File: config.mk
export PLATFORM = sky130hd
export DESIGN_NAME = alu_regfile_pipe
export DESIGN_NICKNAME = d
export VERILOG_FILES = /design/src/rtl/alu_regfile_pkg.sv /design/src/rtl/alu_core.sv /design/src/rtl/alu_regfile_pipe.sv
export SDC_FILE = /design/constraint.sdc
export NUM_CORES = 1
export LEC_CHECK = 0
export ABC_AREA = 1
export CAP_MARGIN = 20
export CORE_MARGIN = 2
export CORE_UTILIZATION = 55
export CTS_BUF_LIST = sky130_fd_sc_hd__clkbuf_16
export CTS_CLUSTER_SIZE = 20
export DETAILED_ROUTE_END_ITERATION = 16
export GPL_TIMING_DRIVEN = 0
export HOLD_SLACK_MARGIN = 0.15
export PLACE_DENSITY_LB_ADDON = 0.12
export SLEW_MARGIN = 20
export SYNTH_ARGS = -nofsm -noshare
export SYNTH_HDL_FRONTEND = slang
export SYNTH_SLANG_ARGS = --single-unit
export TNS_END_PERCENT = 50
File: constraint.sdc
create_clock -name clk -period 2.5 [get_ports clk]
set_input_delay 0.625 -clock clk [delete_from_list [all_inputs] [get_ports clk]]
set_output_delay 0.625 -clock clk [all_outputs]
set_load 0.02 [all_outputs]
File: src/rtl/alu_regfile_pkg.sv
// alu_regfile_pkg: shared definitions for the pipelined register-file + ALU
// datapath (alu_regfile_pipe, alu_core).
//   alu_op_t : 3-bit ALU operation code, values ALU_ADD .. ALU_BNE.
package alu_regfile_pkg;

  typedef enum logic [2:0] {
    ALU_ADD = 3'b000,
    ALU_SUB = 3'b001,
    ALU_AND = 3'b010,
    ALU_OR  = 3'b011,
    ALU_XOR = 3'b100,
    ALU_SLT = 3'b101,
    ALU_BEQ = 3'b110,
    ALU_BNE = 3'b111
  } alu_op_t;

endpackage

File: src/rtl/alu_core.sv
// alu_core: purely combinational ALU.
//   a, b        in  DATA_W  operands
//   op          in  alu_op_t operation
//   result      out DATA_W  result, modulo 2^DATA_W
//   ovf         out 1       signed overflow (ADD, SUB, BEQ, BNE only)
//   take_branch out 1       branch condition (BEQ, BNE only)
module alu_core
  import alu_regfile_pkg::*;
#(
  parameter int DATA_W = 8
) (
  input  logic [DATA_W-1:0] a,
  input  logic [DATA_W-1:0] b,
  input  alu_op_t           op,
  output logic [DATA_W-1:0] result,
  output logic              ovf,
  output logic              take_branch
);

  localparam int MSB = DATA_W - 1;

  logic [DATA_W-1:0] sum, diff;
  logic              add_ovf, sub_ovf, lt;

  assign sum     = a + b;
  assign diff    = a - b;
  assign add_ovf = (a[MSB] == b[MSB]) && (sum[MSB] != a[MSB]);
  assign sub_ovf = (a[MSB] != b[MSB]) && (diff[MSB] != a[MSB]);
  assign lt      = $signed(a) < $signed(b);

  always_comb begin
    result      = '0;
    ovf         = 1'b0;
    take_branch = 1'b0;
    case (op)
      ALU_ADD: begin result = sum;  ovf = add_ovf; end
      ALU_SUB: begin result = diff; ovf = sub_ovf; end
      ALU_AND: result = a & b;
      ALU_OR:  result = a | b;
      ALU_XOR: result = a ^ b;
      ALU_SLT: result = {{(DATA_W-1){1'b0}}, lt};
      // branches still report A-B so the compare is visible downstream
      ALU_BEQ: begin result = diff; ovf = sub_ovf; take_branch = (a == b); end
      ALU_BNE: begin result = diff; ovf = sub_ovf; take_branch = (a != b); end
      default: ;
    endcase
  end

endmodule

File: src/rtl/alu_regfile_pipe.sv
// alu_regfile_pipe: two-stage register-file + ALU pipeline with valid/ready
// on both sides. S1 latches muxed operands, S2 latches the ALU output; the
// register file is written from the S1 ALU output as S1 advances into S2.
// Optional macro ALU_REGFILE_FWD_EN: bypass the S1 ALU output into the
// operand mux instead of stalling issue on a read-after-write hazard.
//   clk, rst (async, active-low)
//   in_valid/in_ready, rd_addr1, rd_addr2, wr_addr, reg_write,
//   alu_src1 (1: A=0), alu_src2 (1: B=imm), imm, alu_op   -- issue side
//   out_valid/out_ready, result, input1, input2, ovf, take_branch -- result side
module alu_regfile_pipe
  import alu_regfile_pkg::*;
#(
  parameter int DATA_W  = 8,
  parameter int REG_CNT = 4,
  parameter int ADDR_W  = $clog2(REG_CNT)
) (
  input  logic              clk,
  input  logic              rst,
  input  logic              in_valid,
  output logic              in_ready,
  input  logic [ADDR_W-1:0] rd_addr1,
  input  logic [ADDR_W-1:0] rd_addr2,
  input  logic [ADDR_W-1:0] wr_addr,
  input  logic              reg_write,
  input  logic              alu_src1,
  input  logic              alu_src2,
  input  logic [DATA_W-1:0] imm,
  input  logic [2:0]        alu_op,
  output logic              out_valid,
  input  logic              out_ready,
  output logic [DATA_W-1:0] result,
  output logic [DATA_W-1:0] input1,
  output logic [DATA_W-1:0] input2,
  output logic              ovf,
  output logic              take_branch
);

  typedef struct packed {
    logic [DATA_W-1:0] a;
    logic [DATA_W-1:0] b;
    alu_op_t           op;
    logic              reg_write;
    logic [ADDR_W-1:0] wr_addr;
  } s1_t;

  logic [REG_CNT-1:0][DATA_W-1:0] rf;
  s1_t               s1;
  logic              s1_valid, s2_valid;
  logic              s1_en, s2_en, accept, hazard;
  logic              haz1, haz2;
  logic [DATA_W-1:0] op_a, op_b;
  logic [DATA_W-1:0] alu_res;
  logic              alu_ovf, alu_br;

  alu_core #(.DATA_W(DATA_W)) u_alu (
    .a(s1.a), .b(s1.b), .op(s1.op),
    .result(alu_res), .ovf(alu_ovf), .take_branch(alu_br)
  );

  assign s2_en     = !s2_valid || out_ready;
  assign s1_en     = !s1_valid || s2_en;
  assign in_ready  = s1_en && !hazard;
  assign accept    = in_valid && in_ready;
  assign out_valid = s2_valid;

  // a read of a register that the op in S1 is about to write
  assign haz1 = s1_valid && s1.reg_write && !alu_src1 && (s1.wr_addr == rd_addr1);
  assign haz2 = s1_valid && s1.reg_write && !alu_src2 && (s1.wr_addr == rd_addr2);

`ifdef ALU_REGFILE_FWD_EN
  // accept only happens when S1 advances on the same edge, so the bypassed
  // value is exactly what lands in the register file.
  assign hazard = 1'b0;
  assign op_a   = alu_src1 ? '0  : (haz1 ? alu_res : rf[rd_addr1]);
  assign op_b   = alu_src2 ? imm : (haz2 ? alu_res : rf[rd_addr2]);
`else
  assign hazard = haz1 || haz2;
  assign op_a   = alu_src1 ? '0  : rf[rd_addr1];
  assign op_b   = alu_src2 ? imm : rf[rd_addr2];
`endif

  always_ff @(posedge clk or negedge rst) begin
    if (!rst) begin
      rf          <= '0;
      s1          <= '0;
      s1_valid    <= 1'b0;
      s2_valid    <= 1'b0;
      result      <= '0;
      input1      <= '0;
      input2      <= '0;
      ovf         <= 1'b0;
      take_branch <= 1'b0;
    end else begin
      if (s2_en) begin
        s2_valid <= s1_valid;
        if (s1_valid) begin
          result      <= alu_res;
          input1      <= s1.a;
          input2      <= s1.b;
          ovf         <= alu_ovf;
          take_branch <= alu_br;
        end
      end
      // write-back is tied to S1 advancing so a stalled op writes only once
      if (s1_valid && s2_en && s1.reg_write)
        rf[s1.wr_addr] <= alu_res;
      if (s1_en) begin
        s1_valid <= accept;
        if (accept)
          s1 <= '{a: op_a, b: op_b, op: alu_op_t'(alu_op),
                  reg_write: reg_write, wr_addr: wr_addr};
      end
    end
  end

endmodule

Yosys cells after proc, flatten, opt, wreduce, memory -nomap -nowiden
Cells that the tools add are included.
{"block": "word_totals", "reg_bits": 82, "in_bits": 24, "output_inout_bits": 28, "word_cells": 77}
{"block": "op_classes", "n_addsub": 2, "magnitude_cmp": 5, "n_eq_ne": 15, "mux": 12, "bitwise_logic": 3, "n_reduce_logical": 24}
{"cell": "8-bit one-hot mux with 6 select lines", "count": 1}
{"cell": "8-bit two-way mux", "count": 5}
{"cell": "8-bit binary-select mux with 2-bit select", "count": 2}
{"cell": "32-bit bitwise mux", "count": 1}
{"cell": "8-bit demux with 2-bit select", "count": 1}
{"cell": "3-bit equality test, second input constant", "count": 4}
{"cell": "1-bit logical AND", "count": 12}
{"cell": "2-bit by 3-bit < comparator with 1-bit output, second input constant", "count": 3}
{"cell": "8-bit adder", "count": 1}
{"cell": "8-bit AND", "count": 1}
{"cell": "8-bit equality test", "count": 1}
{"cell": "8-bit < comparator", "count": 1}
{"cell": "8-bit inequality test", "count": 1}
{"cell": "8-bit bitwise OR", "count": 1}
{"cell": "8-bit subtractor", "count": 1}
{"cell": "8-bit bitwise XOR", "count": 1}
{"cell": "3-bit by 2-bit equality test with 1-bit output, second input constant", "count": 2}
{"cell": "1-bit zero test", "count": 5}
{"cell": "2-bit equality test", "count": 2}
{"cell": "1-bit one-hot mux with 2 select lines", "count": 2}
{"cell": "2-bit AND reduction", "count": 2}
{"cell": "3-bit by 1-bit equality test with 1-bit output, second input constant", "count": 1}
{"cell": "3-bit zero test", "count": 1}
{"cell": "1-bit logical OR", "count": 3}
{"cell": "other kinds (4)", "count": 6}

Depth between registers and ports, before layout
Gate-level depths: netlist of run 1.
{"block": "logic_depth", "ltp_word": 8, "mapped_depth": 14, "mapped_depth_nobuf": 13}

Hierarchy
Synthesis of run 1 repeated with hierarchy kept, for this count alone.
{"block": "unflattened", "cells_unflattened": 684, "area_unflattened_um2": 5185.0}
{"mod": "alu_regfile_pipe", "n_inst": 1, "cells_per_inst": 460, "area_per_inst_um2": 3896.2}
{"mod": "alu_core", "n_inst": 1, "cells_per_inst": 224, "area_per_inst_um2": 1288.7}

Least setup slack after synthesis of run 1
Ideal clock, no wire load.
{"block": "synth_path", "path_type": "input port to output port", "start": "input rd_addr2[0]", "end": "output in_ready", "arrival_ns": 1.289, "setup_slack_ns": 0.586, "cell_stages": 6, "n_path_buf": 1, "cell_sequence": "buf_2 > inv_1 > nand2_1 > nand4_1 > nand2_2 > nor2_4"}
{"block": "synth_via", "elab_chain_len": 5}
{"item": "start, declared", "line": "alu_regfile_pipe.sv:22", "text": "input logic [ADDR_W-1:0] rd_addr2,"}
{"item": "2-bit equality test", "line": "alu_regfile_pipe.sv:68", "text": "assign haz2 = s1_valid && s1.reg_write && !alu_src2 && (s1.wr_addr == rd_addr2);"}
{"item": "1-bit logical AND", "line": "alu_regfile_pipe.sv:68"}
{"item": "1-bit logical OR", "line": "alu_regfile_pipe.sv:77", "text": "assign hazard = haz1 || haz2;"}
{"item": "1-bit zero test", "line": "alu_regfile_pipe.sv:62", "text": "assign in_ready = s1_en && !hazard;"}
{"item": "1-bit logical AND", "line": "alu_regfile_pipe.sv:62"}
{"item": "end, declared", "line": "alu_regfile_pipe.sv:20", "text": "output logic in_ready,"}
No other way between the ends.

Final worst setup path of run 1
{"block": "layout_path", "start": "input out_ready", "end": "output in_ready"}
{"block": "layout_via", "elab_chain_len": 3}
{"item": "start, declared", "line": "alu_regfile_pipe.sv:30", "text": "input logic out_ready,"}
{"item": "1-bit logical OR", "line": "alu_regfile_pipe.sv:60", "text": "assign s2_en = !s2_valid || out_ready;"}
{"item": "1-bit logical OR", "line": "alu_regfile_pipe.sv:61", "text": "assign s1_en = !s1_valid || s2_en;"}
{"item": "1-bit logical AND", "line": "alu_regfile_pipe.sv:62"}
No other way between the ends.

==> results of run 1 <==
-- layout make-up --
class / instances / area, um^2
buffer: 25 / 133
clock buffer: 9 / 225
clock inverter: 7 / 119
fill: 772 / 2810
inverter: 71 / 267
multi-input combinational: 502 / 2580
sequential: 82 / 2050
tap: 108 / 135
timing repair buffer: 47 / 484
-- worst max-delay path, delay by kind of cell --
| family | cells | cell delay (ns) |
|---|---|---|
| and+or+nand+nor | 3 | 0.24 |
| buffers and inverters | 3 | 0.92 |
-- per-stage QoR --
step           instances  power (mW)  hold WS (ns)  area, um^2  setup TNS [ns]
6_report             851        6.82         0.232        6000               0
3_3_place_gp         834        5.13         0.464        5620         -162.14
4_1_cts              851        6.77         0.246        5990               0
5_1_grt              851        7.24         0.266        6000               0
2_1_floorplan        680        4.09         0.329        5030               0
3_5_place_dp         835        5.21         0.465        5650          -0.198
-- flip-flops by register name, indices dropped and copies added (netlist names) --
name and cells:
input1 8, input2 8, take_branch 1, out_valid 1
ovf 1, rf 32, s1 22, s1_valid 1
result 8
-- cells in the mapped netlist, types with 3 or more instances --
| cell type | n |
|---|---|
| sky130_fd_sc_hd__nor2_1 | 43 |
| sky130_fd_sc_hd__buf_2 | 7 |
| sky130_fd_sc_hd__ha_1 | 24 |
| sky130_fd_sc_hd__nand3_1 | 42 |
| sky130_fd_sc_hd__buf_1 | 3 |
| sky130_fd_sc_hd__inv_1 | 69 |
| sky130_fd_sc_hd__nand4_1 | 5 |
| sky130_fd_sc_hd__o21a_1 | 9 |
| sky130_fd_sc_hd__nor3_1 | 6 |
| sky130_fd_sc_hd__a21oi_2 | 5 |
| sky130_fd_sc_hd__dfrtp_1 | 82 |
| sky130_fd_sc_hd__o21ai_2 | 16 |
| sky130_fd_sc_hd__nand2_1 | 223 |
| sky130_fd_sc_hd__clkbuf_1 | 10 |
| sky130_fd_sc_hd__xnor2_1 | 3 |
| sky130_fd_sc_hd__xor2_1 | 3 |
| sky130_fd_sc_hd__o21ai_0 | 67 |
| sky130_fd_sc_hd__o22ai_1 | 6 |
| sky130_fd_sc_hd__buf_6 | 3 |
| sky130_fd_sc_hd__a21oi_1 | 37 |
-- metal layers --
layer | track usage | wire length, um | vias up
met1 | 0.389 | 5830 | 2226
met2 | 0.512 | 7010 | 209
met3 | 0.0344 | 902 | 48
met4 | 0.149 | 632 | 0
met5 | 0 | 0 | -
li1 | - | - | 2308
-- power by group through the flow --
| stage | Clock (mW) | Sequential (mW) | Combinational (mW) |
|---|---|---|---|
| final | 1.53 | 2.17 | 3.12 |
| after global routing | 1.60 | 2.23 | 3.42 |
| after CTS | 1.55 | 2.15 | 3.07 |
| after detailed placement | 0 | 2.17 | 3.04 |
| after global placement | 0 | 2.15 | 2.98 |
| after floorplan | 0 | 2.31 | 1.79 |
-- how the worst min path moves through the flow --
stage	to	slack, ns	cells past startpoint
detailed placement	rf[7]$_DFFE_PN0P_	0.47	2
floorplan	input1[0]$_DFFE_PN0P_	0.33	0
global placement	input1[2]$_DFFE_PN0P_	0.46	2
CTS	input1[1]$_DFFE_PN0P_	0.25	1
finish	input1[1]$_DFFE_PN0P_	0.23	1
global route	input1[1]$_DFFE_PN0P_	0.27	1
-- logic make-up after synthesis --
logic type	count (synthesis)	share of synthesized area
fa+ha+maj	26	0.0677
compound gates	144	0.167
xor+xnor	6	0.0105
flops	82	0.408
buf+inv	96	0.0794
simple gates	326	0.268
-- repair_timing --
item	in CTS	in global routing
endpoints found under the hold margin	0	0
setup endpoints to repair	1	5
gates cloned	0	0
gates resized for setup	1	3
hold buffers	0	0
==> metrics list, run 1 <==
* Worst ir drop on vdd: around 0.54 mV
- The detailed router finished its first iteration with 334 violations.
- Number of buffers created by CTS: 9
* Path type of the worst min-delay path: in2async
- The initial antenna violation count is 0.
- For this design the total switching power over the nets is a little under 3 mW.
- Pin count of the biggest net entering global routing: 51
* Worst slack after detailed placement: -0.198 ns
- Power density normalized to cell area: about 1100 nW/um^2
* Leak Pwr: between 2 and 3 nW
- Yosys reg bits: between 80 and 90
- The worst path meets setup with between 0.08 and 0.09 ns of slack.
- Arrival time worst endpoint: around 1.8 ns
- 0 antenna diodes ended up in the layout.
- Net count of the mapped netlist: 730
* Top post-synthesis cells by area: sky130_fd_sc_hd__dfrtp_1 41%, sky130_fd_sc_hd__nand2_1 17%, sky130_fd_sc_hd__o21ai_0 6.7%
- For this block, the routed nets add up to 14400 um of wire.
- Std cell rows: 34
- Walking the worst path, the cells encountered are clkdlybuf4s50_1 -> nor2_2 -> inv_1 -> nor2_2 -> nor2_4 -> dlygate4sd2_1.
* Starting utilization of the core area: 0.571
* Congestion Overflow GR: 0
- Maximum fanout encountered on the critical timing path: 3
* Actual transition at the worst max-transition pin: around 0.62 ns
- Placeable core region: between 8000 and 9000 um^2
- After detailed routing, the number of vias per cell comes to 5.63.
- DIE HEIGHT: between 90 and 100 um
* Internal power summed over all cells: 3.89 mW
- Worst R2R Setup Slack: 0.17 ns
- Clock-pin slew was measured on the worst setup and hold paths at ~0.060 ns.
- Detailed placement finished with a half-perimeter wire length of between 10000 and 15000 um.
- Of the total power, registers draw 0.318.
- In this run, synthesis inferred 0 flip-flops with an integrated enable.
- After detailed routing, the number of remaining DRC violations is 0.
- Dividing the detail-routed wire length by the instance count gives approximately 17 um.
* Maximum number of buffers from clock root to sink: 2
- Of the total power, combinational logic draws 0.457.
- Routability-driven placement finished with a final weighted congestion of approximately 0.94.
* Portion of the clock cycle consumed by the worst path in the final layout: 0.966
- The synthesized netlist occupies a cell area of just over 5000 um^2.
* Fraction of the yosys area taken by sequential cells: 0.408
- The pre-antenna-repair detailed-routing pass consisted of 5 iterations.
- Minimum clock period: approximately 2.4 ns
* Kind of critical path: in2out
- Startpoint of the worst setup timing path: out_ready
- Cell variety after synth: 32
- Post-layout util: 0.681
- Final setup fails: 0
- Based on the critical path, the design can be clocked at up to 414 MHz.
- In this run the mean area of a mapped cell was 7.39 um^2.
* Via count: 4791
* Kind of end point of the critical path: output port
- Yosys printed 0 warnings.
* Worst r2r dst: result[5]$_DFFE_PN0P_
* Unrepaired setup endpoints after global routing: no
- Fraction of power spent switching nets: 0.429
- The slowest stage of the critical path belongs to the cell sky130_fd_sc_hd__clkdlybuf4s50_1.
- Width of the die: about 100 um
- Input and output buffers added on the ports amount to 46.
- Of all cell types, the one taking the most synthesized area is sky130_fd_sc_hd__dfrtp_1.
* Commonest cells after routing, fill and taps aside: 223 x sky130_fd_sc_hd__nand2_1, 82 x sky130_fd_sc_hd__dfrtp_1, 70 x sky130_fd_sc_hd__inv_1
* Capturing instance or port of the critical path: in_ready
- Share of async-settable or async-resettable flops after synthesis: 1.00
- Compared with the post-synthesis result, the final layout area differs by 19.4%.
* Cell at the root of the clock tree: sky130_fd_sc_hd__clkbuf_16
* Clock Latency Late Sink: between 0.3 and 0.4 ns
* Ports: 52
* Number of max-slew violations in the final report: 0
- First-pass GRT wire length: roughly 23000 um
- Count of endpoints failing hold in the final timing report: 0
- In this run the remaining antenna-violating nets after routing total 0.
- Most used flip-flop cell after synthesis: sky130_fd_sc_hd__dfrtp_1
- The clock net in this run drives a total of 82 sinks.
* Clk pwr share: 0.225
- The startpoint identified for the worst register-to-register timing path is s1[10]$_DFFE_PN0P_.
* Total die area: approximately 10000 um^2
* Post-synthesis cell count: 680
- Total Nets Final: between 700 and 800
- Share of cells above drive strength 1: 0.0821
- The number of setup buffers added after CTS is 0.
* Total global routing track utilization: 0.303
* Critical path data required time: ~1.9 ns
* Vias in the first global route: around 4600
- STA classifies the critical path startpoint as an input port.
* Maximum capacitance violations: 0
* Cell count of the worst reg-to-reg path: 12
* Number of levels the H-tree was split into: 3
* Proportion of netlist area held by the largest area contributor: 0.408
- TritonCTS built the clock tree.
* Worst slew margin relative to its limit: 0.589
- Most common library cell in the layout ignoring fill and taps: sky130_fd_sc_hd__nand2_1
- Status: complete, no violations
* Post-route clock skew: ~0.0076 ns
* Critical Path Max Stage Delay: approximately 0.48 ns
- Crit-path most repeated cell: sky130_fd_sc_hd__nor2_2
No activity file was read; power rests on OpenSTA's default activity.
==> inputs of run 2 (changes only) <==
Settings changed: HOLD_SLACK_MARGIN 0.15 to not set, TNS_END_PERCENT 50 to 1.
==> results of run 2 <==
Final layout, timing and power as in run 1 (identical DEF).
